## src/rtl/id_ex_stage_if.sv

```systemverilog
// Decode-stage bus: IF/ID inputs, register-file read port, write-back bypass and ID/EX outputs.
interface id_ex_stage_if #(
    parameter int unsigned XLEN   = 32,
    parameter int unsigned REG_AW = 5
);
    logic              id_valid;
    logic [31:0]       id_instr;
    logic [XLEN-1:0]   id_pc;
    logic [REG_AW-1:0] read1;
    logic [REG_AW-1:0] read2;
    logic [XLEN-1:0]   data1;
    logic [XLEN-1:0]   data2;
    logic              wb_en;
    logic [REG_AW-1:0] wb_reg;
    logic [XLEN-1:0]   wb_data;
    logic              flush;
    logic              stall_id;
    logic              ex_valid;
    logic [XLEN-1:0]   ex_pc;
    logic [XLEN-1:0]   ex_rs1_val;
    logic [XLEN-1:0]   ex_rs2_val;
    logic [XLEN-1:0]   ex_imm;
    logic [REG_AW-1:0] ex_rs1;
    logic [REG_AW-1:0] ex_rs2;
    logic [REG_AW-1:0] ex_rd;
    logic [6:0]        ex_opcode;
    logic [2:0]        ex_funct3;
    logic              ex_funct7b5;
    logic              ex_memread;
    logic              ex_regwrite;

    // Upstream/pipeline side driving the stage
    modport master (
        output id_valid, id_instr, id_pc, data1, data2, wb_en, wb_reg, wb_data, flush,
        input  read1, read2, stall_id, ex_valid, ex_pc, ex_rs1_val, ex_rs2_val, ex_imm,
               ex_rs1, ex_rs2, ex_rd, ex_opcode, ex_funct3, ex_funct7b5, ex_memread, ex_regwrite
    );

    // The decode stage itself
    modport slave (
        input  id_valid, id_instr, id_pc, data1, data2, wb_en, wb_reg, wb_data, flush,
        output read1, read2, stall_id, ex_valid, ex_pc, ex_rs1_val, ex_rs2_val, ex_imm,
               ex_rs1, ex_rs2, ex_rd, ex_opcode, ex_funct3, ex_funct7b5, ex_memread, ex_regwrite
    );
endinterface

```

## src/rtl/id_ex_stage.sv

```systemverilog
// Decode/issue stage: decode, register read with write-back bypass, immediate generation,
// load-use hazard detection and the ID/EX pipeline register.
module id_ex_stage #(
    parameter int unsigned XLEN   = 32,
    parameter int unsigned REG_AW = 5
) (
    input logic         clock,
    input logic         reset_n,
    id_ex_stage_if.slave bus
);
    localparam logic [6:0] OPC_LUI    = 7'b0110111;
    localparam logic [6:0] OPC_AUIPC  = 7'b0010111;
    localparam logic [6:0] OPC_JAL    = 7'b1101111;
    localparam logic [6:0] OPC_JALR   = 7'b1100111;
    localparam logic [6:0] OPC_BRANCH = 7'b1100011;
    localparam logic [6:0] OPC_LOAD   = 7'b0000011;
    localparam logic [6:0] OPC_STORE  = 7'b0100011;
    localparam logic [6:0] OPC_OPIMM  = 7'b0010011;
    localparam logic [6:0] OPC_OP     = 7'b0110011;

    logic [31:0]       instr;
    logic [6:0]        opcode_c;
    logic [REG_AW-1:0] rs1_c;
    logic [REG_AW-1:0] rs2_c;
    logic [REG_AW-1:0] rd_c;
    logic [XLEN-1:0]   imm_c;
    logic [XLEN-1:0]   rs1_val_c;
    logic [XLEN-1:0]   rs2_val_c;
    logic              use_rs1_c;
    logic              use_rs2_c;
    logic              regwrite_c;
    logic              memread_c;
    logic              stall_c;

    logic              ex_valid;
    logic [XLEN-1:0]   ex_pc;
    logic [XLEN-1:0]   ex_rs1_val;
    logic [XLEN-1:0]   ex_rs2_val;
    logic [XLEN-1:0]   ex_imm;
    logic [REG_AW-1:0] ex_rs1;
    logic [REG_AW-1:0] ex_rs2;
    logic [REG_AW-1:0] ex_rd;
    logic [6:0]        ex_opcode;
    logic [2:0]        ex_funct3;
    logic              ex_funct7b5;
    logic              ex_memread;
    logic              ex_regwrite;

    assign instr    = bus.id_instr;
    assign opcode_c = instr[6:0];
    assign rs1_c    = REG_AW'(instr[19:15]);
    assign rs2_c    = REG_AW'(instr[24:20]);
    assign rd_c     = REG_AW'(instr[11:7]);

    // Register-file read addresses come straight from the instruction word
    assign bus.read1 = rs1_c;
    assign bus.read2 = rs2_c;

    // Immediate generation; every format sign-extends from instr[31]
    always_comb begin
        imm_c = '0;
        case (opcode_c)
            OPC_LOAD, OPC_OPIMM, OPC_JALR:
                imm_c = XLEN'($signed(instr[31:20]));
            OPC_STORE:
                imm_c = XLEN'($signed({instr[31:25], instr[11:7]}));
            OPC_BRANCH:
                imm_c = XLEN'($signed({instr[31], instr[7], instr[30:25], instr[11:8], 1'b0}));
            OPC_LUI, OPC_AUIPC:
                imm_c = XLEN'($signed({instr[31:12], 12'b0}));
            OPC_JAL:
                imm_c = XLEN'($signed({instr[31], instr[19:12], instr[20], instr[30:21], 1'b0}));
            default:
                imm_c = '0;
        endcase
    end

    // Operand read with same-cycle write-back bypass; x0 is hardwired to zero
    always_comb begin
        rs1_val_c = bus.data1;
        rs2_val_c = bus.data2;
        if (rs1_c == '0) begin
            rs1_val_c = '0;
        end else if (bus.wb_en && (bus.wb_reg == rs1_c)) begin
            rs1_val_c = bus.wb_data;
        end
        if (rs2_c == '0) begin
            rs2_val_c = '0;
        end else if (bus.wb_en && (bus.wb_reg == rs2_c)) begin
            rs2_val_c = bus.wb_data;
        end
    end

    // Control decode and load-use hazard detection
    always_comb begin
        use_rs1_c  = !((opcode_c == OPC_LUI) || (opcode_c == OPC_AUIPC) || (opcode_c == OPC_JAL));
        use_rs2_c  = (opcode_c == OPC_OP) || (opcode_c == OPC_STORE) || (opcode_c == OPC_BRANCH);
        memread_c  = (opcode_c == OPC_LOAD);
        regwrite_c = 1'b0;
        case (opcode_c)
            OPC_LUI, OPC_AUIPC, OPC_JAL, OPC_JALR, OPC_LOAD, OPC_OPIMM, OPC_OP:
                regwrite_c = (rd_c != '0);
            default:
                regwrite_c = 1'b0;
        endcase
        stall_c = bus.id_valid && !bus.flush && ex_valid && ex_memread && (ex_rd != '0) &&
                  ((use_rs1_c && (ex_rd == rs1_c)) || (use_rs2_c && (ex_rd == rs2_c)));
    end

    assign bus.stall_id = stall_c;

    // ID/EX pipeline register: flush beats stall, stall inserts a bubble
    always_ff @(posedge clock or negedge reset_n) begin
        if (!reset_n) begin
            ex_valid    <= 1'b0;
            ex_pc       <= '0;
            ex_rs1_val  <= '0;
            ex_rs2_val  <= '0;
            ex_imm      <= '0;
            ex_rs1      <= '0;
            ex_rs2      <= '0;
            ex_rd       <= '0;
            ex_opcode   <= '0;
            ex_funct3   <= '0;
            ex_funct7b5 <= 1'b0;
            ex_memread  <= 1'b0;
            ex_regwrite <= 1'b0;
        end else if (bus.flush) begin
            ex_valid <= 1'b0;
        end else if (stall_c) begin
            ex_valid    <= 1'b0;
            ex_regwrite <= 1'b0;
            ex_memread  <= 1'b0;
        end else begin
            ex_valid    <= bus.id_valid;
            ex_pc       <= bus.id_pc;
            ex_rs1_val  <= rs1_val_c;
            ex_rs2_val  <= rs2_val_c;
            ex_imm      <= imm_c;
            ex_rs1      <= rs1_c;
            ex_rs2      <= rs2_c;
            ex_rd       <= rd_c;
            ex_opcode   <= opcode_c;
            ex_funct3   <= instr[14:12];
            ex_funct7b5 <= instr[30];
            ex_memread  <= memread_c;
            ex_regwrite <= regwrite_c;
        end
    end

    assign bus.ex_valid    = ex_valid;
    assign bus.ex_pc       = ex_pc;
    assign bus.ex_rs1_val  = ex_rs1_val;
    assign bus.ex_rs2_val  = ex_rs2_val;
    assign bus.ex_imm      = ex_imm;
    assign bus.ex_rs1      = ex_rs1;
    assign bus.ex_rs2      = ex_rs2;
    assign bus.ex_rd       = ex_rd;
    assign bus.ex_opcode   = ex_opcode;
    assign bus.ex_funct3   = ex_funct3;
    assign bus.ex_funct7b5 = ex_funct7b5;
    assign bus.ex_memread  = ex_memread;
    assign bus.ex_regwrite = ex_regwrite;
endmodule

```

## src/flat_wrapper.sv

```systemverilog
// flat-port wrapper written by rule: the top's interface ports become plain ports
module id_ex_stage_flat 
#(
    parameter int unsigned XLEN   = 32,
    parameter int unsigned REG_AW = 5
)
  (clock, reset_n, bus_id_valid, bus_id_instr, bus_id_pc, bus_data1, bus_data2, bus_wb_en, bus_wb_reg, bus_wb_data, bus_flush, bus_read1, bus_read2, bus_stall_id, bus_ex_valid, bus_ex_pc, bus_ex_rs1_val, bus_ex_rs2_val, bus_ex_imm, bus_ex_rs1, bus_ex_rs2, bus_ex_rd, bus_ex_opcode, bus_ex_funct3, bus_ex_funct7b5, bus_ex_memread, bus_ex_regwrite);
  id_ex_stage_if #(.XLEN(XLEN), .REG_AW(REG_AW)) bus_i ();
  input logic clock;
  input logic reset_n;
  input wire logic [$bits(bus_i.id_valid)-1:0] bus_id_valid;
  input wire logic [$bits(bus_i.id_instr)-1:0] bus_id_instr;
  input wire logic [$bits(bus_i.id_pc)-1:0] bus_id_pc;
  input wire logic [$bits(bus_i.data1)-1:0] bus_data1;
  input wire logic [$bits(bus_i.data2)-1:0] bus_data2;
  input wire logic [$bits(bus_i.wb_en)-1:0] bus_wb_en;
  input wire logic [$bits(bus_i.wb_reg)-1:0] bus_wb_reg;
  input wire logic [$bits(bus_i.wb_data)-1:0] bus_wb_data;
  input wire logic [$bits(bus_i.flush)-1:0] bus_flush;
  output wire logic [$bits(bus_i.read1)-1:0] bus_read1;
  output wire logic [$bits(bus_i.read2)-1:0] bus_read2;
  output wire logic [$bits(bus_i.stall_id)-1:0] bus_stall_id;
  output wire logic [$bits(bus_i.ex_valid)-1:0] bus_ex_valid;
  output wire logic [$bits(bus_i.ex_pc)-1:0] bus_ex_pc;
  output wire logic [$bits(bus_i.ex_rs1_val)-1:0] bus_ex_rs1_val;
  output wire logic [$bits(bus_i.ex_rs2_val)-1:0] bus_ex_rs2_val;
  output wire logic [$bits(bus_i.ex_imm)-1:0] bus_ex_imm;
  output wire logic [$bits(bus_i.ex_rs1)-1:0] bus_ex_rs1;
  output wire logic [$bits(bus_i.ex_rs2)-1:0] bus_ex_rs2;
  output wire logic [$bits(bus_i.ex_rd)-1:0] bus_ex_rd;
  output wire logic [$bits(bus_i.ex_opcode)-1:0] bus_ex_opcode;
  output wire logic [$bits(bus_i.ex_funct3)-1:0] bus_ex_funct3;
  output wire logic [$bits(bus_i.ex_funct7b5)-1:0] bus_ex_funct7b5;
  output wire logic [$bits(bus_i.ex_memread)-1:0] bus_ex_memread;
  output wire logic [$bits(bus_i.ex_regwrite)-1:0] bus_ex_regwrite;
  assign bus_i.id_valid = bus_id_valid;
  assign bus_i.id_instr = bus_id_instr;
  assign bus_i.id_pc = bus_id_pc;
  assign bus_i.data1 = bus_data1;
  assign bus_i.data2 = bus_data2;
  assign bus_i.wb_en = bus_wb_en;
  assign bus_i.wb_reg = bus_wb_reg;
  assign bus_i.wb_data = bus_wb_data;
  assign bus_i.flush = bus_flush;
  assign bus_read1 = bus_i.read1;
  assign bus_read2 = bus_i.read2;
  assign bus_stall_id = bus_i.stall_id;
  assign bus_ex_valid = bus_i.ex_valid;
  assign bus_ex_pc = bus_i.ex_pc;
  assign bus_ex_rs1_val = bus_i.ex_rs1_val;
  assign bus_ex_rs2_val = bus_i.ex_rs2_val;
  assign bus_ex_imm = bus_i.ex_imm;
  assign bus_ex_rs1 = bus_i.ex_rs1;
  assign bus_ex_rs2 = bus_i.ex_rs2;
  assign bus_ex_rd = bus_i.ex_rd;
  assign bus_ex_opcode = bus_i.ex_opcode;
  assign bus_ex_funct3 = bus_i.ex_funct3;
  assign bus_ex_funct7b5 = bus_i.ex_funct7b5;
  assign bus_ex_memread = bus_i.ex_memread;
  assign bus_ex_regwrite = bus_i.ex_regwrite;
  id_ex_stage #(.XLEN(XLEN), .REG_AW(REG_AW)) u_core (.clock(clock), .reset_n(reset_n), .bus(bus_i));
endmodule
```

## config.mk

```make
export PLATFORM = sky130hd
export DESIGN_NAME = id_ex_stage_flat
export DESIGN_NICKNAME = d
export VERILOG_FILES = /design/src/rtl/id_ex_stage_if.sv /design/src/rtl/id_ex_stage.sv /design/src/flat_wrapper.sv
export SDC_FILE = /design/constraint.sdc
export NUM_CORES = 1
export LEC_CHECK = 0
export CAP_MARGIN = 20
export CORE_ASPECT_RATIO = 1.75
export CORE_MARGIN = 4
export CORE_UTILIZATION = 38
export DETAILED_ROUTE_END_ITERATION = 16
export PLACE_DENSITY = 0.86
export REMOVE_ABC_BUFFERS = 1
export SYNTH_ARGS = -nofsm -noshare
export SYNTH_HDL_FRONTEND = slang
export SYNTH_SLANG_ARGS = --single-unit
export TNS_END_PERCENT = 50
```

## constraint.sdc

```tcl
create_clock -name clock -period 2.3 [get_ports clock]
set_input_delay 0.23 -clock clock [delete_from_list [all_inputs] [get_ports clock]]
set_output_delay 0.23 -clock clock [all_outputs]
set_load 0.01 [all_outputs]
```

==> Word-level counts from Yosys, hierarchy flattened <==
Index checks and enable logic that the tools add are counted.
W data, S select, Z words.
{ "totals": {"regBits": 157, "latch_bits": 0, "ramBits": 0, "romBits": 0, "output_inout_bits": 168, "memories": 0} }
{ "op_classes": {"n_addsub": 0, "mul": 0, "div": 0, "order_cmp": 0, "eq_ne": 13, "n_shift": 0, "mux": 10, "bitwise": 2, "reduce_logical": 24} }
{ "op_table": {"columns": ["cell", "count"], "rows": [
  ["$pmux W32 S5", 1],
  ["$mux W32", 4],
  ["$eq A7 B6 Y1 const B", 3],
  ["$eq A7 B7 Y1 const B", 3],
  ["$eq A5 B5 Y1", 4],
  ["$eq A7 B5 Y1 const B", 2],
  ["$logic_not A5 Y1", 2],
  ["$reduce_bool A5 Y1", 2],
  ["$logic_and A1 B1 Y1", 9],
  ["$eq A7 B2 Y1 const B", 1],
  ["$reduce_or A7 Y1", 1],
  ["$logic_or A1 B1 Y1", 5],
  ["$mux W1", 5],
  ["$reduce_or A3 Y1", 1],
  ["$logic_not A1 Y1", 2],
  ["$not A1 Y1", 2],
  ["$reduce_and A2 Y1", 1],
  ["$reduce_or A2 Y1", 1]
]} }

==> Depth between registers and ports, before layout <==
{ "logic_depth": {"word_depth": 9, "depth_mapped": 9} }

==> Least setup slack after synthesis <==
OpenSTA, ideal clock, no wires.
{ "synth_path": {"path_type": "reg-to-reg", "startpoint": "register u_core.ex_rd[0], in the netlist u_core.bus.ex_rd[0]", "endpoint": "register u_core.ex_rs2_val[10], in the netlist u_core.bus.ex_rs2_val[10]", "setup_time_ps": 93, "arrival_time_ps": 2133, "t_required_ps": 2207, "slack_ps": 74, "path_stages_with_launch": 9, "period_less_slack_ps": 2226, "path_cell_list": "dfrtp_1 > or4_1 > nor2_2 > o41ai_4 > or2_1 > buf_6 > buf_6 > buf_6 > o31ai_2"} }
{ "synth_via": {"elab_chain_cells": 6, "word_cells_on_any_way": 10, "classes_between": "2 x eq/ne; 1 x bitwise; 7 x reduce/logical"} }
{ "synth_lines": {"columns": ["element", "line_no", "text"], "rows": [
  ["start: declaration", "id_ex_stage.sv:42", "logic [REG_AW-1:0] ex_rd;"],
  ["start signal: assignment", "id_ex_stage.sv:142", "ex_rd <= rd_c;"],
  ["$eq A5 B5 Y1", "id_ex_stage.sv:107", "((use_rs1_c && (ex_rd == rs1_c)) || (use_rs2_c && (ex_rd == rs2_c)));"],
  ["$logic_and A1 B1 Y1", "id_ex_stage.sv:107", null],
  ["$logic_or A1 B1 Y1", "id_ex_stage.sv:107", null],
  ["$logic_and A1 B1 Y1 (*)", "id_ex_stage.sv:106", "stall_c = bus.id_valid && !bus.flush && ex_valid && ex_memread && (ex_rd != '0) &&"],
  ["$not A1 Y1 (no line) (*)", null, null],
  ["$reduce_and A2 Y1 (no line) (*)", null, null],
  ["end signal: assignment", "id_ex_stage.sv:138", "ex_rs2_val <= rs2_val_c;"],
  ["end: declaration", "id_ex_stage.sv:38", "logic [XLEN-1:0] ex_rs2_val;"]
]} }
Mark *: on every way between the ends. The rest lies on a longest branch, timed or not.
A chain may end at the register's enable or synchronous reset.

==> Worst setup path in the final report <==
{ "layout_path": {"startpoint": "register u_core.ex_rd[0], in the netlist u_core.bus.ex_rd[0]", "endpoint": "register u_core.ex_rs1_val[20], in the netlist u_core.bus.ex_rs1_val[20]"} }
{ "layout_via": {"elab_chain_cells": 6, "word_cells_on_any_way": 10, "classes_between": "2 x eq/ne; 1 x bitwise; 7 x reduce/logical"} }
{ "layout_lines": {"columns": ["element", "line_no", "text"], "rows": [
  ["$eq A5 B5 Y1", "id_ex_stage.sv:107", null],
  ["$logic_and A1 B1 Y1", "id_ex_stage.sv:107", null],
  ["$logic_or A1 B1 Y1", "id_ex_stage.sv:107", null],
  ["$logic_and A1 B1 Y1 (*)", "id_ex_stage.sv:106", null],
  ["$not A1 Y1 (no line) (*)", null, null],
  ["$reduce_and A2 Y1 (no line) (*)", null, null],
  ["end signal: assignment", "id_ex_stage.sv:137", "ex_rs1_val <= rs1_val_c;"],
  ["end: declaration", "id_ex_stage.sv:37", "logic [XLEN-1:0] ex_rs1_val;"]
]} }
Marks and branches as above.

==> summary.txt <==
Pwr
  • P_leak: 0.00488 uW
  • Maximum VDD drop: 0.506 mV
  • P per Cell Area: 618 nW/um^2
  • Pwr Total: 7710 uW

Synthesis
  • Synth Flop Type: dfrtp_1
  • Cell Area, Synth: 7650 um^2
  • Register area share after synthesis: 0.514
  • Post-synth EDFFs: 0
  • Netlist cell types: 40
  • Ys async rst share: 1.00
  • Synthesis-stage register bit count: 157
  • Yosys warns: 0
  • Average cell area after synthesis: 11.6 um^2
  • Cell count after synthesis: 660
  • Synth area leader: dfrtp_1
  • Share of the synthesized area in the top cell type: 0.514
  • Synth top area cells: dfrtp_1 51%, o21ai_0 8.8%, mux2_2 8.5%, mux2i_1 8.4%, o31ai_2 4.9%

Timing
  • Final Hold Fails: 0
  • Highest Clock Rate: 438 MHz
  • Final setup violation count: 0
  • RSZ-0062 raised after global routing: yes
  • Slew Viols, Final: 0
  • Slew @ Worst Pin: 479 ps
  • Post-layout minimum cycle time: 2280 ps
  • Slew HR: 0.681
  • Clock Skews: 9.48 ps
  • Tcrit/Tclk final: 0.992

Clock network
  • Reg clk slew, reported paths: 70 ps
  • H-tree levels: 4
  • Worst-Skew Late Latency: 430 ps
  • Clk Tree Root Cell: clkbuf_16
  • Num CTS Buffers: 17
  • TritonCTS clock tree: done
  • Clock Path Buffers: 2
  • CTS sink count: 157

Floorplan
  • Initial Utilization: 0.388
  • Top Ports: 338
  • Core Rows: 68
  • Die area: 22,600 um^2
  • Die Wd: 115 um
  • Total core area: 19,700 um^2
  • Die height: 196 um

Drt
  • Drt drc: 0
  • DR WL/cell: 21.6 um
  • 1st-iter DRT viols: 451
  • DR pass1 iterations: 4
  • Routed Antenna Nets: 0
  • Vias per cell: 5.45
  • Routed vias: 6,974
  • Routed WL: 27.6 mm

Critical path
  • Critical path origin: u_core.bus.ex_rd[0]$_DFFE_PN0P_
  • Crit-path max FO: 22
  • CP Capture Type: flop
  • R2R Setup Slk: 20 ps
  • Worst Reg2Reg Path Length in Cells: 7
  • CP required: 2640 ps
  • Crit Reg-Reg Startpoint: u_core.bus.ex_rd[0]$_DFFE_PN0P_
  • Worst Path Arrival: 2620 ps
  • CP startpoint kind: flop
  • Critical path type: reg -> reg
  • FF-to-FF End: u_core.bus.ex_rs1_val[20]$_DFFE_PN0P_

Placed design
  • Port bufs: 337
  • Routability cong.: 0.942
  • Final HPWL DP: 20.6 mm

Global route
  • Total gr overflow: 0
  • Total Routing Usage GR: 0.241
  • Initial antenna violation count: 1
  • Largest net degree at the start of global routing: 86
  • First-pass GRT wire length: 41.6 mm
  • Vias in the first global route: 7,574

Hold path
  • Hold WC Path Type: in -> async

Finish
  • Nets: 1,190
  • Share of cells above drive strength 1: 0.220
  • Layout Utilization: 0.632
  • FILL cells: 1,520
  • Synth-to-layout area growth: 63.0%

Run
  • Max-cap violations: 0

Run status
  • Status: finished, final reports clean
through the flow:
stage	std cells	hold WS [ps]	cell area [um^2]	setup TNS (ps)	worst slack [ps]
final	1279	161	12500	0	18.7
after global routing	1279	147	12500	-868	-39.1
after CTS	1275	134	12300	0	5.84
after detailed placement	1240	16.8	11600	-29580	-300
after global placement	1240	17.6	11600	-26840	-253
after floorplan	591	-65.6	7270	-806180	-5230
critical path, stage by stage (launching register included):
cell and delay (ps):
dfrtp_1 380, or4_4 580, o21ai_4 190, nor4_4 80, or2_4 340, buf_12 190, buf_12 160, o31ai_2 260
synthesized netlist by cell type (2+ instances only):
| library cell | number |
|---|---|
| o31ai_1 | 35 |
| xnor2_1 | 12 |
| o31ai_2 | 30 |
| or2_2 | 2 |
| and3_1 | 4 |
| o21ai_0 | 135 |
| nand4b_1 | 2 |
| buf_4 | 15 |
| dfrtp_1 | 157 |
| mux2_2 | 58 |
| or4_1 | 5 |
| nor2_1 | 6 |
| and2_0 | 2 |
| nand3_1 | 6 |
| a22oi_1 | 5 |
| buf_6 | 8 |
| a21oi_1 | 24 |
| inv_1 | 2 |
| nand2_1 | 15 |
| buf_2 | 5 |
| clkbuf_1 | 40 |
| nor4_1 | 4 |
| xor2_1 | 8 |
| mux2i_1 | 64 |
worst max path at each step:
stage | end | slack, ps | depth (start not counted)
2_1_floorplan | u_core.bus.ex_imm[10]$_DFFE_PN0P_ | -5230 | 5
3_3_place_gp | u_core.bus.ex_pc[25]$_DFFE_PN0P_ | -250 | 7
3_5_place_dp | u_core.bus.ex_rs1_val[20]$_DFFE_PN0P_ | -300 | 9
4_1_cts | bus_stall_id | 6 | 5
5_1_grt | u_core.bus.ex_rs2[0]$_DFFE_PN0P_ | -40 | 7
6_report | u_core.bus.ex_rs1_val[20]$_DFFE_PN0P_ | 20 | 7
routing by layer:
| layer | global-route usage | up-vias | part of all wire | wire, um |
|---|---|---|---|---|
| met2 | 0.430 | 318 | 0.54 | 14800 |
| met4 | 0.144 | 0 | 0.058 | 1610 |
| met3 | 0.0623 | 98 | 0.062 | 1720 |
| li1 | - | 3153 | - | - |
| met1 | 0.247 | 3405 | 0.34 | 9460 |
| met5 | 0 | - | 0 | 0 |
cell type report:
class | count | area (um^2) | area share
Sequential cell | 157 | 3930 | 0.315
Tap cell | 245 | 307 | 0.0246
Timing Repair Buffer | 409 | 4110 | 0.330
Clock buffer | 18 | 439 | 0.0352
Multi-Input combinational cell | 433 | 3510 | 0.282
Inverter | 2 | 7.51 | 0.000602
Clock inverter | 14 | 159 | 0.0127
Antenna cell | 1 | 2.50 | 0.000201
state kept, by name, indices dropped and copies added, names as in the netlist:
name / cells
u_core.bus.ex_funct3: 3
u_core.bus.ex_funct7b5: 1
u_core.bus.ex_imm: 32
u_core.bus.ex_memread: 1
u_core.bus.ex_opcode: 7
u_core.bus.ex_pc: 32
u_core.bus.ex_rd: 5
u_core.bus.ex_regwrite: 1
u_core.bus.ex_rs1: 5
u_core.bus.ex_rs1_val: 32
u_core.bus.ex_rs2: 5
u_core.bus.ex_rs2_val: 32
u_core.bus.ex_valid: 1
report_power, final:
| group | internal, uW | switching, uW |
|---|---|---|
| logic | 998 | 717 |
| clock network | 1650 | 1230 |
| registers | 2990 | 122 |
placed cells by master, fill, tap and decap left out, types with 2 or more instances in the layout:
cell             count
buf_6                7
or2_4                3
nand3_1              5
nor4_1               4
inv_1                2
buf_4               52
xnor2_1              7
and2_0               2
o21ai_0            135
nand2_1             15
clkbuf_16           18
nor2_4               2
o31ai_4              3
inv_6                4
xor2_1               8
clkdlybuf4s50_1    335
or4_1                4
and3_2               2
mux2_2              58
clkinv_2             2
bufinv_16            2
nor2_1               4
xnor2_2              5
mux2i_1             64
o31ai_1             25
a22oi_1              5
clkinv_4             4
o31ai_2             37
and3_1               2
buf_12              12
dfrtp_1            156
a21oi_1             24
nand4b_1             2
what timing repair did:
item,CTS,global route
cloned,1,1
setup endpoints to repair,40,138
pin swaps,5,4
hold buffers,1,0
endpoints found under the hold margin,157,0
setup buffers,1,2
gates resized for setup,14,25
logic make-up (layout without fill, tap and decap cells):
logic type | count (synthesis) | in the layout | synth area share
buffers and inverters | 71 | 443 | 0.0509
DFF | 157 | 157 | 0.514
other | 0 | 1 | 0
xor gates and xnor gates | 20 | 20 | 0.0229
and+or+nand+nor | 56 | 57 | 0.0424
muxes | 122 | 122 | 0.169
AOI/OAI and AO/OA | 234 | 234 | 0.201
Note: power is estimated with default switching activity, not from simulation.
